$ cat src/rtl/tx_frame_builder.sv
// Transmit frame builder: one header beat per descriptor, then payload beats from s_axis
// with generated tkeep/tlast, through a single-register output stage.
module tx_frame_builder #(
  parameter int unsigned DATA_WIDTH = 256,
  parameter int unsigned KEEP_WIDTH = DATA_WIDTH / 8
) (
  input  logic                  clk,
  input  logic                  rst,
  input  logic                  desc_valid,
  output logic                  desc_ready,
  input  logic [31:0]           desc_dest_ip,
  input  logic [15:0]           desc_dest_port,
  input  logic [31:0]           desc_hash,
  input  logic [15:0]           desc_len,
  input  logic [DATA_WIDTH-1:0] s_axis_tdata,
  input  logic                  s_axis_tvalid,
  output logic                  s_axis_tready,
  input  logic                  s_axis_tlast,
  output logic [DATA_WIDTH-1:0] m_axis_tdata,
  output logic [KEEP_WIDTH-1:0] m_axis_tkeep,
  output logic                  m_axis_tvalid,
  input  logic                  m_axis_tready,
  output logic                  m_axis_tlast,
  output logic                  busy,
  output logic [15:0]           frame_count,
  output logic                  err_len
);

  // Byte offset within a beat; KEEP_WIDTH is expected to be a power of two.
  localparam int unsigned RemW = (KEEP_WIDTH > 1) ? $clog2(KEEP_WIDTH) : 1;

  typedef enum logic [1:0] {StIdle, StPayload, StDrain} state_e;

  state_e                state_q, state_d;
  logic                  m_valid_q;
  logic [DATA_WIDTH-1:0] m_data_q;
  logic [KEEP_WIDTH-1:0] m_keep_q;
  logic                  m_last_q;
  logic [15:0]           cnt_q;
  logic [RemW-1:0]       rem_q;
  logic [15:0]           frame_cnt_q;
  logic                  err_q;

  logic                  out_en;
  logic                  desc_hs;
  logic                  s_hs;
  logic                  pay_hs;
  logic                  final_beat;
  logic                  err_d;
  logic [16:0]           len_round;
  logic [15:0]           beats;
  logic [DATA_WIDTH-1:0] hdr;
  logic [KEEP_WIDTH-1:0] last_keep;

  assign out_en     = !m_valid_q || m_axis_tready;
  assign desc_hs    = desc_valid && desc_ready;
  assign s_hs       = s_axis_tvalid && s_axis_tready;
  assign pay_hs     = s_hs && (state_q == StPayload);
  assign final_beat = (cnt_q == 16'd1);
  // A zero remainder means the last beat is full.
  assign last_keep  = (rem_q == '0) ? '1 : ~({KEEP_WIDTH{1'b1}} << rem_q);

  // Beat count and header image for the presented descriptor.
  always_comb begin
    len_round      = {1'b0, desc_len} + 17'(KEEP_WIDTH - 1);
    beats          = 16'(len_round / 17'(KEEP_WIDTH));
    hdr            = '0;
    hdr[31:0]      = desc_dest_ip;
    hdr[47:32]     = desc_dest_port;
    hdr[63:48]     = desc_len;
    hdr[95:64]     = desc_hash;
  end

  // State register.
  always_ff @(posedge clk) begin
    if (!rst) begin
      state_q <= StIdle;
    end else begin
      state_q <= state_d;
    end
  end

  // Next-state logic.
  always_comb begin
    state_d = state_q;
    unique case (state_q)
      StIdle: begin
        if (desc_hs && (desc_len != 16'd0)) state_d = StPayload;
      end
      StPayload: begin
        if (s_hs) begin
          if (final_beat)        state_d = s_axis_tlast ? StIdle : StDrain;
          else if (s_axis_tlast) state_d = StIdle;
        end
      end
      StDrain: begin
        if (s_hs && s_axis_tlast) state_d = StIdle;
      end
      default: state_d = StIdle;
    endcase
  end

  // Handshake outputs; all held low while in reset.
  always_comb begin
    desc_ready    = 1'b0;
    s_axis_tready = 1'b0;
    busy          = 1'b0;
    err_d         = 1'b0;
    if (rst) begin
      desc_ready    = (state_q == StIdle) && out_en;
      s_axis_tready = ((state_q == StPayload) && out_en) || (state_q == StDrain);
      busy          = (state_q != StIdle) || m_valid_q;
      // Mismatch: source ends early, or source runs past the descriptor length.
      err_d         = pay_hs && (final_beat != s_axis_tlast);
    end
  end

  // Output register, beat counter, frame counter and error pulse.
  always_ff @(posedge clk) begin
    if (!rst) begin
      m_valid_q   <= 1'b0;
      m_data_q    <= '0;
      m_keep_q    <= '0;
      m_last_q    <= 1'b0;
      cnt_q       <= '0;
      rem_q       <= '0;
      frame_cnt_q <= '0;
      err_q       <= 1'b0;
    end else begin
      err_q <= err_d;
      if (m_valid_q && m_axis_tready && m_last_q) frame_cnt_q <= frame_cnt_q + 16'd1;
      if (desc_hs) begin
        cnt_q <= beats;
        rem_q <= desc_len[RemW-1:0];
      end else if (pay_hs) begin
        cnt_q <= cnt_q - 16'd1;
      end
      if (out_en) begin
        if (desc_hs) begin
          m_valid_q <= 1'b1;
          m_data_q  <= hdr;
          m_keep_q  <= '1;
          m_last_q  <= (desc_len == 16'd0);
        end else if (pay_hs) begin
          m_valid_q <= 1'b1;
          m_data_q  <= s_axis_tdata;
          m_keep_q  <= final_beat ? last_keep : '1;
          m_last_q  <= final_beat || s_axis_tlast;
        end else begin
          m_valid_q <= 1'b0;
        end
      end
    end
  end

  assign m_axis_tvalid = m_valid_q;
  assign m_axis_tdata  = m_data_q;
  assign m_axis_tkeep  = m_keep_q;
  assign m_axis_tlast  = m_last_q;
  assign frame_count   = frame_cnt_q;
  assign err_len       = err_q;

endmodule

$ cat config.mk
export PLATFORM = sky130hd
export DESIGN_NAME = tx_frame_builder
export DESIGN_NICKNAME = d
export VERILOG_FILES = /design/src/rtl/tx_frame_builder.sv
export SDC_FILE = /design/constraint.sdc
export NUM_CORES = 1
export LEC_CHECK = 0
export ABC_AREA = 0
export ABC_CLOCK_PERIOD_IN_PS = 2700
export BUFFER_PORTS_ARGS = -buffer_cell sky130_fd_sc_hd__buf_2
export CAP_MARGIN = 20
export CORE_AREA = 4 4 257 259
export DETAILED_ROUTE_END_ITERATION = 8
export DIE_AREA = 0 0 261 263
export PLACE_DENSITY = 0.48
export SYNTH_ARGS = -nofsm -noshare
export SYNTH_HDL_FRONTEND = slang
export SYNTH_SLANG_ARGS = --single-unit
$ cat constraint.sdc
create_clock -name clk -period 2.7 [get_ports clk]
set_clock_uncertainty 0.05 [all_clocks]
set_input_delay 0.54 -clock clk [delete_from_list [all_inputs] [get_ports clk]]
set_output_delay 0.54 -clock clk [all_outputs]
set_load 0.005 [all_outputs]
==> impl_results.md <==
* Outcome: finished clean
* Met3 wire length at 4571 um
* Hold Buf Count CTS at 0
* Initial Utilization at 0.2031
* Critical Path Source Type: flip-flop
* Seq/Total Area, Yosys at 0.5092
* DR vias/cell at 4.438
* RSZ-0062 raised after global routing: false
* WP buf/inv at 2
* Remaining Overflow, GRT at 0
* Top_reg_cell synth: dfxtp_1
* Vias in the first global route at 13,560
* Slew margin rel. at 0.4557
* CTS Buffer Depth at 3
* CTS Buf Count at 41
* Area Overhead vs Synth at 43.61%
* Worst VDD drop at 0.0003506 V
* Final WL at 53,520 um
* Max Cap Viol at 0
* Post-Layout Cell Count at 3,142
* Worst-path fanout max at 6
* Die Footprint at 68,640 um2
* R2R setup slack at 0.35 ns
* Synth warn at 0
* Post-CTS sizing at 0
* Clk_lat worst skew at 0.54 ns
* Syn Inst Count at 1,641
* Hold slack final at 0.1743 ns
* Worst-path clk slew at 0.06 ns
* Final HPWL DP at 40,200 um
* Nets at 2,616
* Largest net degree at the start of global routing at 151
* Setup bufs post-CTS at 0
* Commonest cells post-synth: nand2_1 (439), dfxtp_1 (330), a21oi_1 (204)
* CTS tree: yes
* Die boundary height at 263 um
* Critical path type: reg -> out
* Initial DRC count at 961
* Tot Pwr at 12.12 mW
* Distinct cells, synth at 57
* Register bit count reported by yosys at 330
* Critical path's slowest cell: dfxtp_1
* PortBufs at 667
* Crit path max-delay family: flip-flops
* Total GRT Usage at 0.1455
* Crit end category: primary output
* Area share of the largest cell type after synthesis at 0.5092
* Antenna violations before repair at 11
* Max Slew Vio Count at 0
* Cell taking the most area after synthesis: dfxtp_1
* PD cells at 650.7 nW/um2
* Fmax at 398.7 MHz
* Final Wtd Congestion at 0.9144
* WL/cell at 17.03 um
* First-pass GRT wire length at 79,900 um
* Synthesized area per cell at 7.906 um2
* Metal2 WL at 25,420 um
* Post-Syn Area at 12,970 um2
* Root Driver: clkbuf_16
* Crit path cell chain: nand2b_1 > buf_4 > a21oi_1 > nor2_1 > buf_2
* IO Pins at 668
* Fin crit share at 0.9291
* Hold WC Path Type: in -> reg
* Final setup vio count at 0
* Vias at 13,940
* Final Hold Fails at 0
* P_leak at 8.202 nW
* Post-synth ARST share at 0
* Critical Path AT at 1.92 ns
* Post-synth EDFFs at 0
* Top-count cell post-synth: nand2_1
* DRC viols at 0
* Clock Sinks at 330
* Die Width at 261 um
* Core area at 63,880 um2
* Pre-antenna DRT Iters at 5
* Final worst path period need at 2.508 ns
* Placed cell count at 3,065
* Tightest Pin Transition at 0.8165 ns
* Highest routed metal layer: met5
* CP Data Required Time at 2.11 ns
* Share of cells above drive strength 1 at 0.3431
* CTS H-tree depth at 2
* Routed length on met1 at 21,430 um
* Fill count at 6,947
* Area contributors post-synth: dfxtp_1 (51%), nand2_1 (13%), a21oi_1 (7.9%)
* Cell Rows at 93
* DRT antenna net count at 0
* Setup tns final at 0 ns
* Syn_nets at 2,004
* Critical Path Max Stage Delay at 0.49 ns
==> cells by family after synthesis <==
kind of cell,count (synthesis),synth area share
AND/OR/NAND/NOR,753,0.2536
multiplexers,3,0.002315
adder cells (fa/ha/maj),5,0.004822
buffers and inverters,142,0.04629
XOR/XNOR,34,0.02295
flip-flops,330,0.5092
AO/OA/AOI/OAI,374,0.1608
==> through the flow <==
stage | worst slack [ns] | util | instance area [um2]
6_report | 0.1915 | 0.2917 | 18630
5_1_grt | 0.01959 | 0.2916 | 18630
4_1_cts | 0.1265 | 0.2913 | 18610
3_5_place_dp | 0.2687 | 0.2710 | 17310
3_3_place_gp | 0.3185 | 0.2710 | 17310
2_1_floorplan | 0.5764 | - | 12970
==> layer usage <==
metal	up-vias	global-route usage
met5	-	0
met4	2	0.06046
met3	104	0.03684
met2	580	0.2446
met1	6452	0.1768
li1	6806	-
==> cells in the final DEF (no fill, tap or decap), drive strengths merged, types with 4 or more instances in the layout <==
master and instances:
a21oi 204, a31oi 91, and2 16, and3 19, and4 5, buf 706
clkbuf 55, clkinv 9, dfxtp 330, diode 8, ha 5, inv 7
nand2 439, nand3 103, nand4 15, nor2 112, nor2b 8, nor3 12
nor4 6, o211a 4, o211ai 4, o21ai 46, o22ai 5, o31ai 5
or4 4, xnor2 14, xor2 20
==> worst reg2reg max path, stage by stage, from the launching register on <==
cell      delay (ns)
dfxtp_1         0.35
or4_4           0.59
nor2_8          0.18
and3_1          0.29
inv_1           0.07
ha_1            0.20
nor3b_1         0.25
nand2b_1        0.15
a21boi_0        0.08
==> worst paths after layout <==
path,from,endpoint,cells after the start
worst max-delay path,m_axis_tvalid,s_axis_tready,5
worst min-delay path,s_axis_tdata[112],m_axis_tdata[112],3
worst max register to register,cnt_q[2],state_q[0],8
worst min register to register,m_axis_tkeep[0],m_axis_tkeep[0],1
==> final cells by class <==
class	instances	area, um2	share of cell area
Sequential cell	330	6606	0.3546
Multi-Input combinational cell	1169	5793	0.3109
Timing Repair Buffer	706	3821	0.2051
Clock buffer	55	1169	0.06272
Tap cell	855	1070	0.05742
Clock inverter	14	133.9	0.007186
Antenna cell	8	20.02	0.001074
Inverter	5	18.77	0.001007
==> flip-flops by register name, indices dropped and copies added (netlist names) <==
register,cells
m_axis_tlast,1
m_axis_tkeep,32
m_axis_tvalid,1
cnt_q,16
state_q,2
frame_count,16
err_len,1
rem_q,5
m_axis_tdata,256
==> power breakdown <==
group | switching [mW] | internal (mW)
clock | 2.11 | 3.21
sequential | 0.179 | 5.16
combinational | 0.806 | 0.658
total | 3.09 | 9.03
Note: power is estimated with default switching activity, not from simulation.
